$ cat src/rtl/crc8_frame_tx_if.sv
`default_nettype none
// ============================================================================
//  Module      : crc8_frame_tx_if
//  Description : Bundle of the source stream, CRC-engine side-band and sink
//                stream signals used by crc8_frame_tx. The master modport is
//                the framer's view; the slave modport is the surroundings'
//                view (source, CRC engine, sink).
//  Revision    : 1.0 - initial release
// ============================================================================
interface crc8_frame_tx_if #(
    parameter int CNT_W = 16
) ();

    // Source stream
    logic [7:0]       s_data_i;
    logic             s_valid_i;
    logic             s_last_i;
    logic             s_ready_o;

    // CRC engine side-band
    logic [7:0]       crc_din_o;
    logic             crc_valid_o;
    logic             crc_rd_o;
    logic [7:0]       crc_i;

    // Sink stream
    logic [7:0]       m_data_o;
    logic             m_valid_o;
    logic             m_last_o;
    logic             m_ready_i;

    // Statistics
    logic [CNT_W-1:0] frame_cnt_o;

    modport master (
        input  s_data_i, s_valid_i, s_last_i, crc_i, m_ready_i,
        output s_ready_o, crc_din_o, crc_valid_o, crc_rd_o,
               m_data_o, m_valid_o, m_last_o, frame_cnt_o
    );

    modport slave (
        output s_data_i, s_valid_i, s_last_i, crc_i, m_ready_i,
        input  s_ready_o, crc_din_o, crc_valid_o, crc_rd_o,
               m_data_o, m_valid_o, m_last_o, frame_cnt_o
    );

endinterface
`default_nettype wire

$ cat src/rtl/crc8_frame_tx.sv
`default_nettype none
// ============================================================================
//  Module      : crc8_frame_tx
//  Description : Byte-serial framer that feeds each payload byte to an
//                external CRC-8 engine, waits out the engine's busy time,
//                forwards the byte to the sink and, after the final payload
//                byte, appends the CRC byte read back from the engine. The
//                engine is then cleared and the completed-frame counter
//                advanced. One byte is in flight at a time.
//  Revision    : 1.0 - initial release
// ============================================================================
module crc8_frame_tx #(
    parameter int BUSY_CYCLES = 8,
    parameter int CNT_W       = 16
) (
    input  logic              clk_i,
    input  logic              rst_i,
    crc8_frame_tx_if.master   bus
);

    // Wide enough to hold BUSY_CYCLES itself.
    localparam int c_WAIT_W = $clog2(BUSY_CYCLES + 1);

    typedef enum logic [2:0] {
        IDLE    = 3'd0,
        FEED    = 3'd1,
        WAIT    = 3'd2,
        OUT     = 3'd3,
        CRC_OUT = 3'd4,
        CLEAR   = 3'd5,
        DRAIN   = 3'd6
    } state_t;

    state_t              r_state;
    logic [7:0]          r_byte;       // latched payload byte
    logic                r_last;       // latched end-of-frame flag
    logic [c_WAIT_W-1:0] r_wait_cnt;   // engine busy countdown
    logic [7:0]          r_crc_hold;   // CRC captured after the final byte

    logic                r_s_ready;
    logic [7:0]          r_crc_din;
    logic                r_crc_valid;
    logic                r_crc_rd;
    logic [7:0]          r_m_data;
    logic                r_m_valid;
    logic                r_m_last;
    logic [CNT_W-1:0]    r_frame_cnt;

    // Framing FSM; every output is a register updated on the transition
    // into the state that owns it, so outputs are glitch-free.
    always_ff @(posedge clk_i) begin
        if (rst_i) begin
            r_state     <= IDLE;
            r_byte      <= 8'h00;
            r_last      <= 1'b0;
            r_wait_cnt  <= '0;
            r_crc_hold  <= 8'h00;
            r_s_ready   <= 1'b1;
            r_crc_din   <= 8'h00;
            r_crc_valid <= 1'b0;
            r_crc_rd    <= 1'b0;
            r_m_data    <= 8'h00;
            r_m_valid   <= 1'b0;
            r_m_last    <= 1'b0;
            r_frame_cnt <= '0;
        end else begin
            // Engine strobes are single-cycle by construction.
            r_crc_valid <= 1'b0;
            r_crc_rd    <= 1'b0;

            case (r_state)
                IDLE: begin
                    if (bus.s_valid_i) begin
                        r_byte      <= bus.s_data_i;
                        r_last      <= bus.s_last_i;
                        r_crc_din   <= bus.s_data_i;
                        r_crc_valid <= 1'b1;
                        r_s_ready   <= 1'b0;
                        r_state     <= FEED;
                    end
                end

                FEED: begin
                    r_wait_cnt <= c_WAIT_W'(BUSY_CYCLES);
                    r_state    <= WAIT;
                end

                WAIT: begin
                    if (r_wait_cnt == c_WAIT_W'(1)) begin
                        r_wait_cnt <= '0;
                        // The engine has settled; this is the only point at
                        // which its running CRC is taken.
                        if (r_last) begin
                            r_crc_hold <= bus.crc_i;
                        end
                        r_m_data  <= r_byte;
                        r_m_last  <= 1'b0;
                        r_m_valid <= 1'b1;
                        r_state   <= OUT;
                    end else begin
                        r_wait_cnt <= r_wait_cnt - c_WAIT_W'(1);
                    end
                end

                OUT: begin
                    if (bus.m_ready_i) begin
                        if (r_last) begin
                            // m_valid stays high straight into the CRC byte.
                            r_m_data <= r_crc_hold;
                            r_m_last <= 1'b1;
                            r_state  <= CRC_OUT;
                        end else begin
                            r_m_valid <= 1'b0;
                            r_s_ready <= 1'b1;
                            r_state   <= IDLE;
                        end
                    end
                end

                CRC_OUT: begin
                    if (bus.m_ready_i) begin
                        r_m_valid   <= 1'b0;
                        r_m_last    <= 1'b0;
                        r_crc_rd    <= 1'b1;
                        r_frame_cnt <= r_frame_cnt + CNT_W'(1);
                        r_state     <= CLEAR;
                    end
                end

                CLEAR: begin
                    r_state <= DRAIN;
                end

                // Idle cycle that lets the engine finish its clear before
                // the next frame's first byte can be fed.
                DRAIN: begin
                    r_s_ready <= 1'b1;
                    r_state   <= IDLE;
                end

                default: begin
                    r_m_valid <= 1'b0;
                    r_m_last  <= 1'b0;
                    r_s_ready <= 1'b1;
                    r_state   <= IDLE;
                end
            endcase
        end
    end

    assign bus.s_ready_o   = r_s_ready;
    assign bus.crc_din_o   = r_crc_din;
    assign bus.crc_valid_o = r_crc_valid;
    assign bus.crc_rd_o    = r_crc_rd;
    assign bus.m_data_o    = r_m_data;
    assign bus.m_valid_o   = r_m_valid;
    assign bus.m_last_o    = r_m_last;
    assign bus.frame_cnt_o = r_frame_cnt;

endmodule
`default_nettype wire

$ cat src/flat_wrapper.sv
// flat-port wrapper written by rule: the top's interface ports become plain ports
module crc8_frame_tx_flat 
#(
    parameter int BUSY_CYCLES = 8,
    parameter int CNT_W       = 16
)
  (clk_i, rst_i, bus_s_data_i, bus_s_valid_i, bus_s_last_i, bus_crc_i, bus_m_ready_i, bus_s_ready_o, bus_crc_din_o, bus_crc_valid_o, bus_crc_rd_o, bus_m_data_o, bus_m_valid_o, bus_m_last_o, bus_frame_cnt_o);
  crc8_frame_tx_if #(.CNT_W(CNT_W)) bus_i ();
  input  logic clk_i;
  input  logic rst_i;
  input wire logic [$bits(bus_i.s_data_i)-1:0] bus_s_data_i;
  input wire logic [$bits(bus_i.s_valid_i)-1:0] bus_s_valid_i;
  input wire logic [$bits(bus_i.s_last_i)-1:0] bus_s_last_i;
  input wire logic [$bits(bus_i.crc_i)-1:0] bus_crc_i;
  input wire logic [$bits(bus_i.m_ready_i)-1:0] bus_m_ready_i;
  output wire logic [$bits(bus_i.s_ready_o)-1:0] bus_s_ready_o;
  output wire logic [$bits(bus_i.crc_din_o)-1:0] bus_crc_din_o;
  output wire logic [$bits(bus_i.crc_valid_o)-1:0] bus_crc_valid_o;
  output wire logic [$bits(bus_i.crc_rd_o)-1:0] bus_crc_rd_o;
  output wire logic [$bits(bus_i.m_data_o)-1:0] bus_m_data_o;
  output wire logic [$bits(bus_i.m_valid_o)-1:0] bus_m_valid_o;
  output wire logic [$bits(bus_i.m_last_o)-1:0] bus_m_last_o;
  output wire logic [$bits(bus_i.frame_cnt_o)-1:0] bus_frame_cnt_o;
  assign bus_i.s_data_i = bus_s_data_i;
  assign bus_i.s_valid_i = bus_s_valid_i;
  assign bus_i.s_last_i = bus_s_last_i;
  assign bus_i.crc_i = bus_crc_i;
  assign bus_i.m_ready_i = bus_m_ready_i;
  assign bus_s_ready_o = bus_i.s_ready_o;
  assign bus_crc_din_o = bus_i.crc_din_o;
  assign bus_crc_valid_o = bus_i.crc_valid_o;
  assign bus_crc_rd_o = bus_i.crc_rd_o;
  assign bus_m_data_o = bus_i.m_data_o;
  assign bus_m_valid_o = bus_i.m_valid_o;
  assign bus_m_last_o = bus_i.m_last_o;
  assign bus_frame_cnt_o = bus_i.frame_cnt_o;
  crc8_frame_tx #(.BUSY_CYCLES(BUSY_CYCLES), .CNT_W(CNT_W)) u_core (.clk_i(clk_i), .rst_i(rst_i), .bus(bus_i));
endmodule
$ cat config.mk
export PLATFORM = sky130hd
export DESIGN_NAME = crc8_frame_tx_flat
export DESIGN_NICKNAME = d
export VERILOG_FILES = /design/src/rtl/crc8_frame_tx_if.sv /design/src/rtl/crc8_frame_tx.sv /design/src/flat_wrapper.sv
export SDC_FILE = /design/constraint.sdc
export NUM_CORES = 1
export LEC_CHECK = 0
export ABC_AREA = 1
export BUFFER_PORTS_ARGS = -buffer_cell sky130_fd_sc_hd__buf_4
export CELL_PAD_IN_SITES_DETAIL_PLACEMENT = 0
export CELL_PAD_IN_SITES_GLOBAL_PLACEMENT = 2
export CORE_MARGIN = 8
export CORE_UTILIZATION = 31
export CTS_CLUSTER_DIAMETER = 200
export DETAILED_ROUTE_END_ITERATION = 8
export PLACE_DENSITY = 0.93
export SYNTH_ARGS = -nofsm -noshare
export SYNTH_HDL_FRONTEND = slang
export SYNTH_SLANG_ARGS = --single-unit
$ cat constraint.sdc
create_clock -name clk_i -period 3 [get_ports clk_i]
set_input_delay 0.45 -clock clk_i [delete_from_list [all_inputs] [get_ports clk_i]]
set_output_delay 0.45 -clock clk_i [all_outputs]
set_load 0.01 [all_outputs]
# After elaboration in Yosys (flattened, before gate mapping)
# Index checks and enable logic that the tools add are counted.
[op_classes]
addsub = 2
multipliers = 0
n_div = 0
magnitude_cmp = 0
n_eq_ne = 13
shifts = 0
n_mux = 27
n_bitwise = 4
n_reduce_logical = 15
[ops]
columns = ["cell", "n"]
rows = [
  ["$mux 8", 3],
  ["$pmux 3 s6", 1],
  ["$add 16x1->16 const B", 1],
  ["$pmux 8 s2", 1],
  ["$mux 3", 5],
  ["$mux 1", 12],
  ["$reduce_and 4->1", 3],
  ["$reduce_and 5->1", 2],
  ["$eq 3x3->1 const B", 3],
  ["$ne 2x2->1 const B", 4],
  ["$pmux 1 s4", 2],
  ["$pmux 4 s2", 1],
  ["$reduce_or 4->1", 2],
  ["$eq 3x2->1 const B", 2],
  ["$eq 4x1->1 const B", 1],
  ["$mux 4", 1],
  ["$ne 2x1->1 const B", 2],
  ["$not 1->1", 4],
  ["$reduce_and 2->1", 2],
  ["$reduce_bool 2->1", 2],
  ["$reduce_or 2->1", 2],
  ["$sub 4x1->4 const B", 1],
  ["$eq 3x1->1 const B", 1],
  ["$logic_not 3->1", 1],
  ["2 further kinds", 2],
]
[totals]
register_bits = 53
latch_bits = 0
ram_bits = 0
mem_bits_ro = 0
n_memories = 0

# Logic depth before layout (Yosys ltp)
# Gate-level depths: netlist of the first run.
[logic_depth]
depth_word = 4
mapped_depth = 9
ltp_nobuf = 9

# Worst setup path before layout of the first run
# No wires, ideal clock.
[synth_timing]
kind = "register -> register"
from = "register u_core.r_frame_cnt[1], in the netlist u_core.bus.frame_cnt_o[1]"
to = "register u_core.r_frame_cnt[10], in the netlist u_core.bus.frame_cnt_o[10]"
arrival_time_ps = 1241
t_required_ps = 2883
setup_slack_ps = 1642
path_stages_with_launch = 9
synth_period_minus_slack_ps = 1358
path_cell_list = "dfxtp_1 > ha_1 > nand2_1 > nor2_1 > nand2_1 > nor2_8 > nand2_1 > o21ai_1 > a21oi_1"
[synth_via]
elab_chain_cells = 1
[synth_lines]
columns = ["element", "line", "source"]
rows = [
  ["start: declaration", "crc8_frame_tx.sv:47", "logic [CNT_W-1:0] r_frame_cnt;"],
  ["start signal: assignment", "crc8_frame_tx.sv:125", "r_frame_cnt <= r_frame_cnt + CNT_W'(1);"],
  ["$add 16x1->16", "crc8_frame_tx.sv:125", ""],
]
# No other way between the ends.
# A chain may end at the register's enable or synchronous reset.

# Worst setup path in the final report of the first run
[layout_timing]
from = "register u_core.r_state[0]"
to = "register u_core.r_frame_cnt[11], in the netlist u_core.bus.frame_cnt_o[11]"
[layout_via]
elab_chain_cells = 2
[layout_lines]
columns = ["element", "line", "source"]
rows = [
  ["start: declaration", "crc8_frame_tx.sv:34", "state_t r_state;"],
  ["start signal: assignment", "crc8_frame_tx.sv:53", "r_state <= IDLE;"],
  ["start signal: assignment", "crc8_frame_tx.sv:79", "r_state <= FEED;"],
  ["start signal: assignment", "crc8_frame_tx.sv:85", "r_state <= WAIT;"],
  ["$eq 3x3->1", "crc8_frame_tx.sv:71", "case (r_state)"],
  ["$reduce_and 2->1 (no line)", "-", ""],
]
# No other way between the ends.

==> flow_summary.json, run 1 <==
{
  "status": "complete, no violations",
  "r2r_slack_ns": 1.31,
  "holdPathEnd": "u_core.r_byte[0]",
  "syn-instance-count": 343,
  "rsz0062_at_grt": "no",
  "cts_made_buffers": 5,
  "fin_worst_skew_ns": 0.00806,
  "worst_pin_slew_ns": 0.796,
  "syn_nets": 367,
  "regArea_um2": 1060,
  "drv_slew": 0,
  "first_iter_violations": 106,
  "required_ns": 3.20,
  "hold_buffers": 0,
  "clock_sinks": 53,
  "crit_fanout": 11,
  "cts.path.max_buffers": 2,
  "dieArea_um2": 11000,
  "r2r_start": "u_core.r_state[0]",
  "min_period_over_period_pct": 56.2,
  "p_int_mw": 1.34,
  "reg2reg_to": "u_core.bus.frame_cnt_o[11]",
  "grtUsageTotal_pct": 11.6,
  "p_per_area_nw_per_um2": 656,
  "die_w_um": 105,
  "r2r_cells": 6,
  "avgSynthCellArea_um2": 7.16,
  "place_congestion": 0.816,
  "slew_headroom_pct": 46.8,
  "power_leakage_nw": 1.29,
  "clkLatencyLatePin_ns": 0.31,
  "setup_slack_ns": 1.31,
  "io_buffers": 57,
  "routed_wl_um": 6400,
  "dr.pass1.iters": 5,
  "core_region_area_um2": 7690,
  "syn_area_um2": 2460,
  "tns_ns": 0,
  "finalSetupViolCount": 0,
  "grt_pass1_vias": 2304,
  "hp-class": "input pin to register",
  "clkSlewWorstSetupHoldPaths_ns": 0.10,
  "final_util_pct": 40.2,
  "postCtsSetupBuffers": 0,
  "p_clk_share_pct": 28.4,
  "p_total_mw": 2.03,
  "diodes": 0,
  "ant_nets": 0,
  "finalNetCount": 422,
  "layout_commonest_cell": "nand2_1",
  "antenna_found_initial": 0,
  "area_delta_synth_final_pct": 25.9,
  "drv_cap": 0,
  "vias": 2298,
  "ys_seq_area_share_pct": 43.2,
  "fmax_ghz": 0.593,
  "initial_core_util_pct": 31.9,
  "p_sw_mw": 0.688,
  "fillers": 833,
  "hold_depth": 3,
  "stdcell_count": 501,
  "grt_pass1_wl_um": 10700,
  "htreeDepth": 2,
  "min-delay-start": "bus_s_data_i[0]",
  "cts_root_buffer": "clkbuf_8",
  "path_class": "register to register",
  "wire_per_inst_um": 12.8,
  "pre_cts_ws_ns": 1.23,
  "grt_start_max_net_pins": 30,
  "die_h_um": 105,
  "rows": 32,
  "multi_input_area_um2": 1160,
  "mostFrequentLayoutCells": "nand2_1, buf_4, dfxtp_1, inv_1, a21oi_1",
  "worstSetupStartpointType": "register",
  "dp_hpwl_um": 4810,
  "vdd_ir_drop_max_mv": 0.260,
  "hold_viol": 0,
  "vias_per_cell": 4.59,
  "overflow": 0,
  "ys_ff_latch": 53,
  "combPwrFrac_pct": 29.6,
  "ys_types": 29,
  "swShare_pct": 33.9,
  "drcViolationCount": 0,
  "cp.arrival_ns": 1.89,
  "cts_tree": "done",
  "power_frac_seq_pct": 42.0,
  "io_pins": 58,
  "drive_above_1_share_pct": 22.6,
  "dpl.cell_count": 493,
  "final.min_clock_period_ns": 1.69,
  "endpoint_kind": "register",
  "cts.repair.resized": 0,
  "yosys_warnings": 0
}
critical path: stages (launching register included):
cell     delay (ns)
dfxtp_1        0.37
nor2_2         0.24
nand3_2        0.32
nor2_2         0.32
nand3_1        0.13
o21ai_1        0.16
nor2_1         0.05
Yosys cell counts:
library cell  count  area (µm²)
ha_1              3        37.5
nor2_4            1        11.3
o21ai_0          14        70.1
o31ai_1           1        7.51
or2_2             1        6.26
inv_1            42         158
buf_1             1        3.75
buf_6             2        22.5
dfxtp_1          53        1060
nor2_2            6        37.5
clkbuf_1          4        15.0
nor2_1           24        90.1
a21oi_1          42         210
a211oi_1          1        7.51
xor2_1            1        8.76
nand2_1          82         308
buf_2             1        5.00
nand3_1          17        85.1
o21bai_2          1        11.3
inv_2             5        18.8
nor3b_1           1        7.51
nor3_1            6        30.0
nand2_2           3        18.8
nand3_2           4        40.0
nand4_1           4        25.0
nand2_4           2        22.5
o21ai_1          18        90.1
nor2_8            2        40.0
buf_4             1        7.51
worst max-delay path by stage:
stage	from	to	slack (ns)
2_1_floorplan	u_core.bus.frame_cnt_o[1]	u_core.bus.frame_cnt_o[10]	1.64
3_3_place_gp	rst_i	u_core.r_crc_hold[3]	1.28
3_5_place_dp	rst_i	u_core.r_last	1.23
4_1_cts	u_core.r_state[0]	u_core.bus.frame_cnt_o[11]	1.30
5_1_grt	u_core.r_state[0]	u_core.bus.frame_cnt_o[11]	1.12
6_report	u_core.r_state[0]	u_core.bus.frame_cnt_o[11]	1.31
routing by layer:
layer / wire length, µm / part of all wire, % / GRT usage [%]
met1: 3270 / 51 / 15.3
met5: 0 / 0 / 0
met2: 2700 / 42 / 17.6
met3: 342 / 5.3 / 3.44
met4: 79 / 1.2 / 3.98
layout make-up:
| class | instances | area share [%] |
|---|---|---|
| flip-flops and latches | 53 | 34.3 |
| inverters | 47 | 5.71 |
| repair buffers | 57 | 13.8 |
| clock inverters | 3 | 2.10 |
| multi-input cells | 234 | 37.7 |
| well taps | 102 | 4.13 |
| clock buffers | 5 | 2.23 |
registers in the layout, indices dropped and copies added, names as in the netlist:
| signal | count |
|---|---|
| u_core.bus.m_valid_o | 1 |
| u_core.bus.m_data_o | 8 |
| u_core.r_state | 3 |
| u_core.bus.crc_valid_o | 1 |
| u_core.bus.s_ready_o | 1 |
| u_core.bus.frame_cnt_o | 16 |
| u_core.bus.crc_rd_o | 1 |
| u_core.r_last | 1 |
| u_core.r_crc_hold | 8 |
| u_core.r_wait_cnt | 4 |
| u_core.r_byte | 8 |
| u_core.bus.m_last_o | 1 |
through the flow:
step	hold WS [ns]	area (µm²)
6_report	0.390	3090
4_1_cts	0.377	3090
3_3_place_gp	0.441	2960
3_5_place_dp	0.448	2960
5_1_grt	0.384	3090
2_1_floorplan	0.429	2460
cell families after synthesis:
group                    after synthesis  synth area share [%]
AND/OR/NAND/NOR                      153                  29.4
AO/OA/AOI/OAI                         77                  16.1
buffers and inverters                 56                  9.37
flip-flops                            53                  43.2
adder cells (fa/ha/maj)                3                  1.53
XOR/XNOR                               1                 0.357
power by group through the flow:
stage                     registers (mW)  logic, mW  clock network [mW]
after global placement             0.867      0.598                   0
after CTS                          0.851      0.606               0.594
after floorplan                    0.872      0.408                   0
after global routing               0.863      0.685               0.622
after detailed placement           0.866      0.603                   0
final                              0.851      0.600               0.576
No activity file was read; power rests on OpenSTA's default activity.
==> inputs of run 2 (changes only) <==
Settings changed: CORE_UTILIZATION 31 to 29, PLACE_DENSITY 0.93 to 0.89.
Clock period 3 ns to 1.7 ns, I/O delays scaled along.
==> flow_summary.json, run 2 (synthesized netlist as in run 1, its figures left out) <==
{
  "drv_slew": 0,
  "finalNetCount": 428,
  "rows": 33,
  "grt_pass1_wl_um": 10700,
  "slew_headroom_pct": 76.5,
  "reg2reg_to": "u_core.r_byte[7]",
  "power_frac_seq_pct": 45.9,
  "area_delta_synth_final_pct": 26.2,
  "fin_worst_skew_ns": 0.00623,
  "cts.repair.resized": 0,
  "finalSetupViolCount": 0,
  "antenna_found_initial": 0,
  "met2_length_um": 2770,
  "layout_commonest_cell": "nand2_1",
  "hold_viol": 0,
  "r2r_slack_ns": 0.17,
  "vdd_ir_drop_max_mv": 0.490,
  "overflow": 0,
  "r2r_start": "u_core.r_state[0]",
  "p_int_mw": 2.09,
  "largest_register_ffs": 16,
  "io_buffers": 57,
  "first_iter_violations": 97,
  "crit_chain": "nor2_2, nand3_1, inv_1, nand2_1, a21oi_1",
  "drcViolationCount": 0,
  "initial_core_util_pct": 29.9,
  "power_leakage_nw": 1.29,
  "fmax_ghz": 0.653,
  "crit_fanout": 8,
  "final.min_clock_period_ns": 1.53,
  "path_class": "register to register",
  "routed_wl_um": 6410,
  "cts_root_buffer": "clkbuf_8",
  "tns_ns": 0,
  "postCtsSetupBuffers": 0,
  "hp-class": "input pin to register",
  "vias_per_cell": 4.49,
  "dieArea_um2": 11700,
  "highest_layer": "met4",
  "clkLatencyLatePin_ns": 0.30,
  "cp_slowest_cell": "dfxtp_1",
  "rsz0062_at_grt": "no",
  "p_clk_share_pct": 21.1,
  "cts_tree": "done",
  "crit_family": "simple AND/OR/NAND/NOR gates",
  "wl_met1_um": 3210,
  "dr.pass1.iters": 4,
  "die_h_um": 108,
  "die_w_um": 108,
  "min-delay-start": "bus_s_data_i[3]",
  "drv_cap": 0,
  "wire_per_inst_um": 12.6,
  "vias": 2290,
  "critical_path.endpoint": "u_core.r_byte[7]",
  "status": "complete, no violations",
  "required_ns": 1.93,
  "io_pins": 58,
  "p_sw_mw": 1.19,
  "worstSetupStartpointType": "register",
  "hold_buffers": 0,
  "ant_nets": 0,
  "grtUsageTotal_pct": 11.3,
  "wl_met3_um": 327,
  "combPwrFrac_pct": 33.0,
  "worst_pin_slew_ns": 0.353,
  "max_stage_delay_ns": 0.36,
  "place_congestion": 0.796,
  "critical_path_buf_inv_count": 1,
  "htreeDepth": 2,
  "p_per_area_nw_per_um2": 1060,
  "drive_above_1_share_pct": 23.0,
  "p_total_mw": 3.27,
  "crit_start": "u_core.r_state[0]",
  "diodes": 0,
  "cts.path.max_buffers": 2,
  "min_period_over_period_pct": 90.1,
  "mostFrequentLayoutCells": "nand2_1, buf_4, dfxtp_1, inv_1, a21oi_1",
  "clkSlewWorstSetupHoldPaths_ns": 0.09,
  "swShare_pct": 36.2,
  "core_region_area_um2": 8220,
  "cts_made_buffers": 5,
  "endpoint_kind": "register",
  "r2r_cells": 5,
  "crit_cells": 5,
  "final_util_pct": 37.7,
  "grt_start_max_net_pins": 29,
  "clock_sinks": 53,
  "dp_hpwl_um": 4980,
  "cp.arrival_ns": 1.77,
  "grt_pass1_vias": 2219
}
==> run 2: how the worst min path moves through the flow <==
stage	end	slack [ns]	cells past startpoint
detailed placement	u_core.r_crc_hold[1]	0.44	2
finish	u_core.r_byte[3]	0.20	3
global route	u_core.r_byte[3]	0.20	3
floorplan	u_core.r_state[2]	0.40	2
global placement	u_core.r_crc_hold[5]	0.44	2
CTS	u_core.r_byte[6]	0.20	3
==> run 2: worst register-to-register path, stage by stage, from the launching register on <==
cell     delay [ns]
dfxtp_1        0.36
nor2_2         0.27
nand3_1        0.32
inv_1          0.27
nand2_1        0.10
a21oi_1        0.14
==> run 2: per-stage QoR <==
step,cell area [µm²],worst slack [ns],instances,hold WS (ns)
floorplan,2460,0.342,343,0.397
CTS,3090,0.168,510,0.196
detailed placement,3010,0.184,502,0.443
global placement,3010,0.227,502,0.441
global route,3100,0.0177,510,0.196
finish,3100,0.169,510,0.201
==> run 2: power by group through the flow <==
| stage | registers, mW | clock network (mW) | logic, mW |
|---|---|---|---|
| after global routing | 1.52 | 0.770 | 1.24 |
| after floorplan | 1.54 | 0 | 0.719 |
| final | 1.50 | 0.692 | 1.08 |
| after detailed placement | 1.53 | 0 | 1.08 |
| after global placement | 1.53 | 0 | 1.08 |
| after CTS | 1.51 | 0.725 | 1.09 |
==> run 2: metal layers <==
metal | global-route usage, % | up-vias
li1 | - | 1225
met1 | 15.4 | 1007
met2 | 16.5 | 52
met3 | 3.09 | 6
met4 | 4.26 | 0
met5 | 0 | -
==> run 2: final cells by class <==
class | count | area [µm²]
clock buffer | 8 | 80.1
multi-input combinational | 234 | 1180
tap | 105 | 131
inverter | 47 | 176
timing repair buffer | 63 | 473
sequential | 53 | 1060
fill | 874 | 5120
==> inputs of run 3 (changes only) <==
==> constraint.sdc (replaced) <==
create_clock -name clk_i -period 1.7 [get_ports clk_i]
set_input_delay 0.17 -clock clk_i [delete_from_list [all_inputs] [get_ports clk_i]]
set_output_delay 0.17 -clock clk_i [all_outputs]
set_load 0.01 [all_outputs]
==> flow_summary.json, run 3 (synthesized netlist as in run 1, its figures left out) <==
{
  "endpoint_kind": "register",
  "finalNetCount": 426,
  "cts.path.max_buffers": 2,
  "clkSlewWorstSetupHoldPaths_ns": 0.10,
  "rows": 33,
  "place_congestion": 0.805,
  "clock_sinks": 53,
  "htreeDepth": 2,
  "area_delta_synth_final_pct": 28.0,
  "critical_path_buf_inv_count": 0,
  "postCtsSetupBuffers": 0,
  "clkLatencyLatePin_ns": 0.31,
  "crit_family": "simple AND/OR/NAND/NOR gates",
  "hold_buffers": 0,
  "grt_start_max_net_pins": 29,
  "layout_commonest_cell": "nand2_1",
  "hold_viol": 0,
  "die_h_um": 108,
  "rsz0062_at_grt": "no",
  "first_iter_violations": 96,
  "worstSetupStartpointType": "register",
  "path_class": "register to register",
  "routed_wl_um": 6470,
  "cts_made_buffers": 5,
  "vdd_ir_drop_max_mv": 0.519,
  "io_pins": 58,
  "cts_root_buffer": "clkbuf_8",
  "core_region_area_um2": 8220,
  "mostFrequentLayoutCells": "nand2_1, buf_4, dfxtp_1, inv_1, a21oi_1",
  "cp.arrival_ns": 1.70,
  "vias_per_cell": 4.60,
  "drv_slew": 0,
  "worst_pin_slew_ns": 0.799,
  "grt_pass1_wl_um": 11000,
  "p_total_mw": 3.60,
  "fillers": 881,
  "grt_pass1_vias": 2293,
  "cp_slowest_cell": "dfxtp_1",
  "diodes": 0,
  "p_per_area_nw_per_um2": 1150,
  "drv_cap": 0,
  "initial_core_util_pct": 29.9,
  "drive_above_1_share_pct": 23.6,
  "crit_top_cell": "nand2_1",
  "power_leakage_nw": 1.31,
  "dr.pass1.iters": 4,
  "dp_hpwl_um": 4960,
  "min_period_over_period_pct": 88.9,
  "ant_nets": 0,
  "hp-class": "input pin to register",
  "crit_chain": "nand2_1, nor2_4, nand2_1, nand2_2, nand3_2, nand2_1, a21oi_1",
  "die_w_um": 108,
  "tns_ns": 0,
  "required_ns": 1.89,
  "grtUsageTotal_pct": 11.4,
  "crit_fanout": 9,
  "antenna_found_initial": 0,
  "dieArea_um2": 11700,
  "finalSetupViolCount": 0,
  "overflow": 0,
  "largest_register_ffs": 16,
  "fin_worst_skew_ns": 0.00948,
  "cts_tree": "done",
  "cts.repair.resized": 0,
  "vias": 2338,
  "fmax_ghz": 0.662,
  "io_buffers": 57,
  "drcViolationCount": 0,
  "wire_per_inst_um": 12.7,
  "final.min_clock_period_ns": 1.51,
  "max_stage_delay_ns": 0.48,
  "slew_headroom_pct": 46.7,
  "status": "complete, no violations"
}
==> run 3: changes by cell type in the layout (fill, tap and decap cells not counted), sizes merged <==
cell and change:
bufinv +2, clkbuf -3, clkinv +1, buf -2
==> run 3: layer usage <==
metal / part of all wire [%] / track usage, % / vias up
li1: - / - / 1212
met1: 48 / 15.2 / 1067
met2: 45 / 17.6 / 54
met3: 5.8 / 3.03 / 5
met4: 1.1 / 3.57 / 0
met5: 0 / 0 / -
==> run 3: worst paths after layout <==
| kind | endpoint | start | cells after the start | slack, ns |
|---|---|---|---|---|
| worst min register to register | u_core.r_crc_hold[6] | u_core.r_crc_hold[6] | 2 | 0.46 |
| worst min-delay path | u_core.r_byte[3] | bus_s_data_i[3] | 3 | 0.11 |
| worst max-delay path | u_core.bus.m_data_o[6] | u_core.r_state[1] | 7 | 0.19 |
| worst max register to register | u_core.bus.m_data_o[6] | u_core.r_state[1] | 7 | 0.19 |
==> run 3: worst register-to-register path: cells and delay by family (launching register included) <==
family             cells  cell delay [ns]
DFF                    1             0.48
and+or+nand+nor        6             0.85
AOI/OAI and AO/OA      1             0.06
==> run 3: layout make-up <==
| class | count | area [µm²] | area share [%] |
|---|---|---|---|
| inverters | 47 | 176 | 5.61 |
| multi-input cells | 234 | 1180 | 37.6 |
| clock inverters | 3 | 65.1 | 2.07 |
| repair buffers | 61 | 458 | 14.6 |
| clock buffers | 5 | 68.8 | 2.19 |
| well taps | 105 | 131 | 4.18 |
| flip-flops and latches | 53 | 1060 | 33.8 |
==> run 3: stage by stage <==
stage	std cells	worst slack [ns]	instance area [µm²]	util (%)	hold slack, ns
after floorplan	343	0.342	2460	-	0.312
after global placement	500	0.219	2990	36.4	0.434
after detailed placement	500	0.180	2990	36.4	0.437
after CTS	508	0.152	3130	38.0	0.103
after global routing	508	0.00279	3140	38.3	0.107
final	508	0.188	3140	38.3	0.113
==> run 3: report_power, final <==
part	leakage, nW	internal, mW	total (mW)	switching [mW]
Combinational	0.813	0.416	1.09	0.670
Sequential	0.430	1.38	1.51	0.128
Clock	0.0681	0.585	1.01	0.423
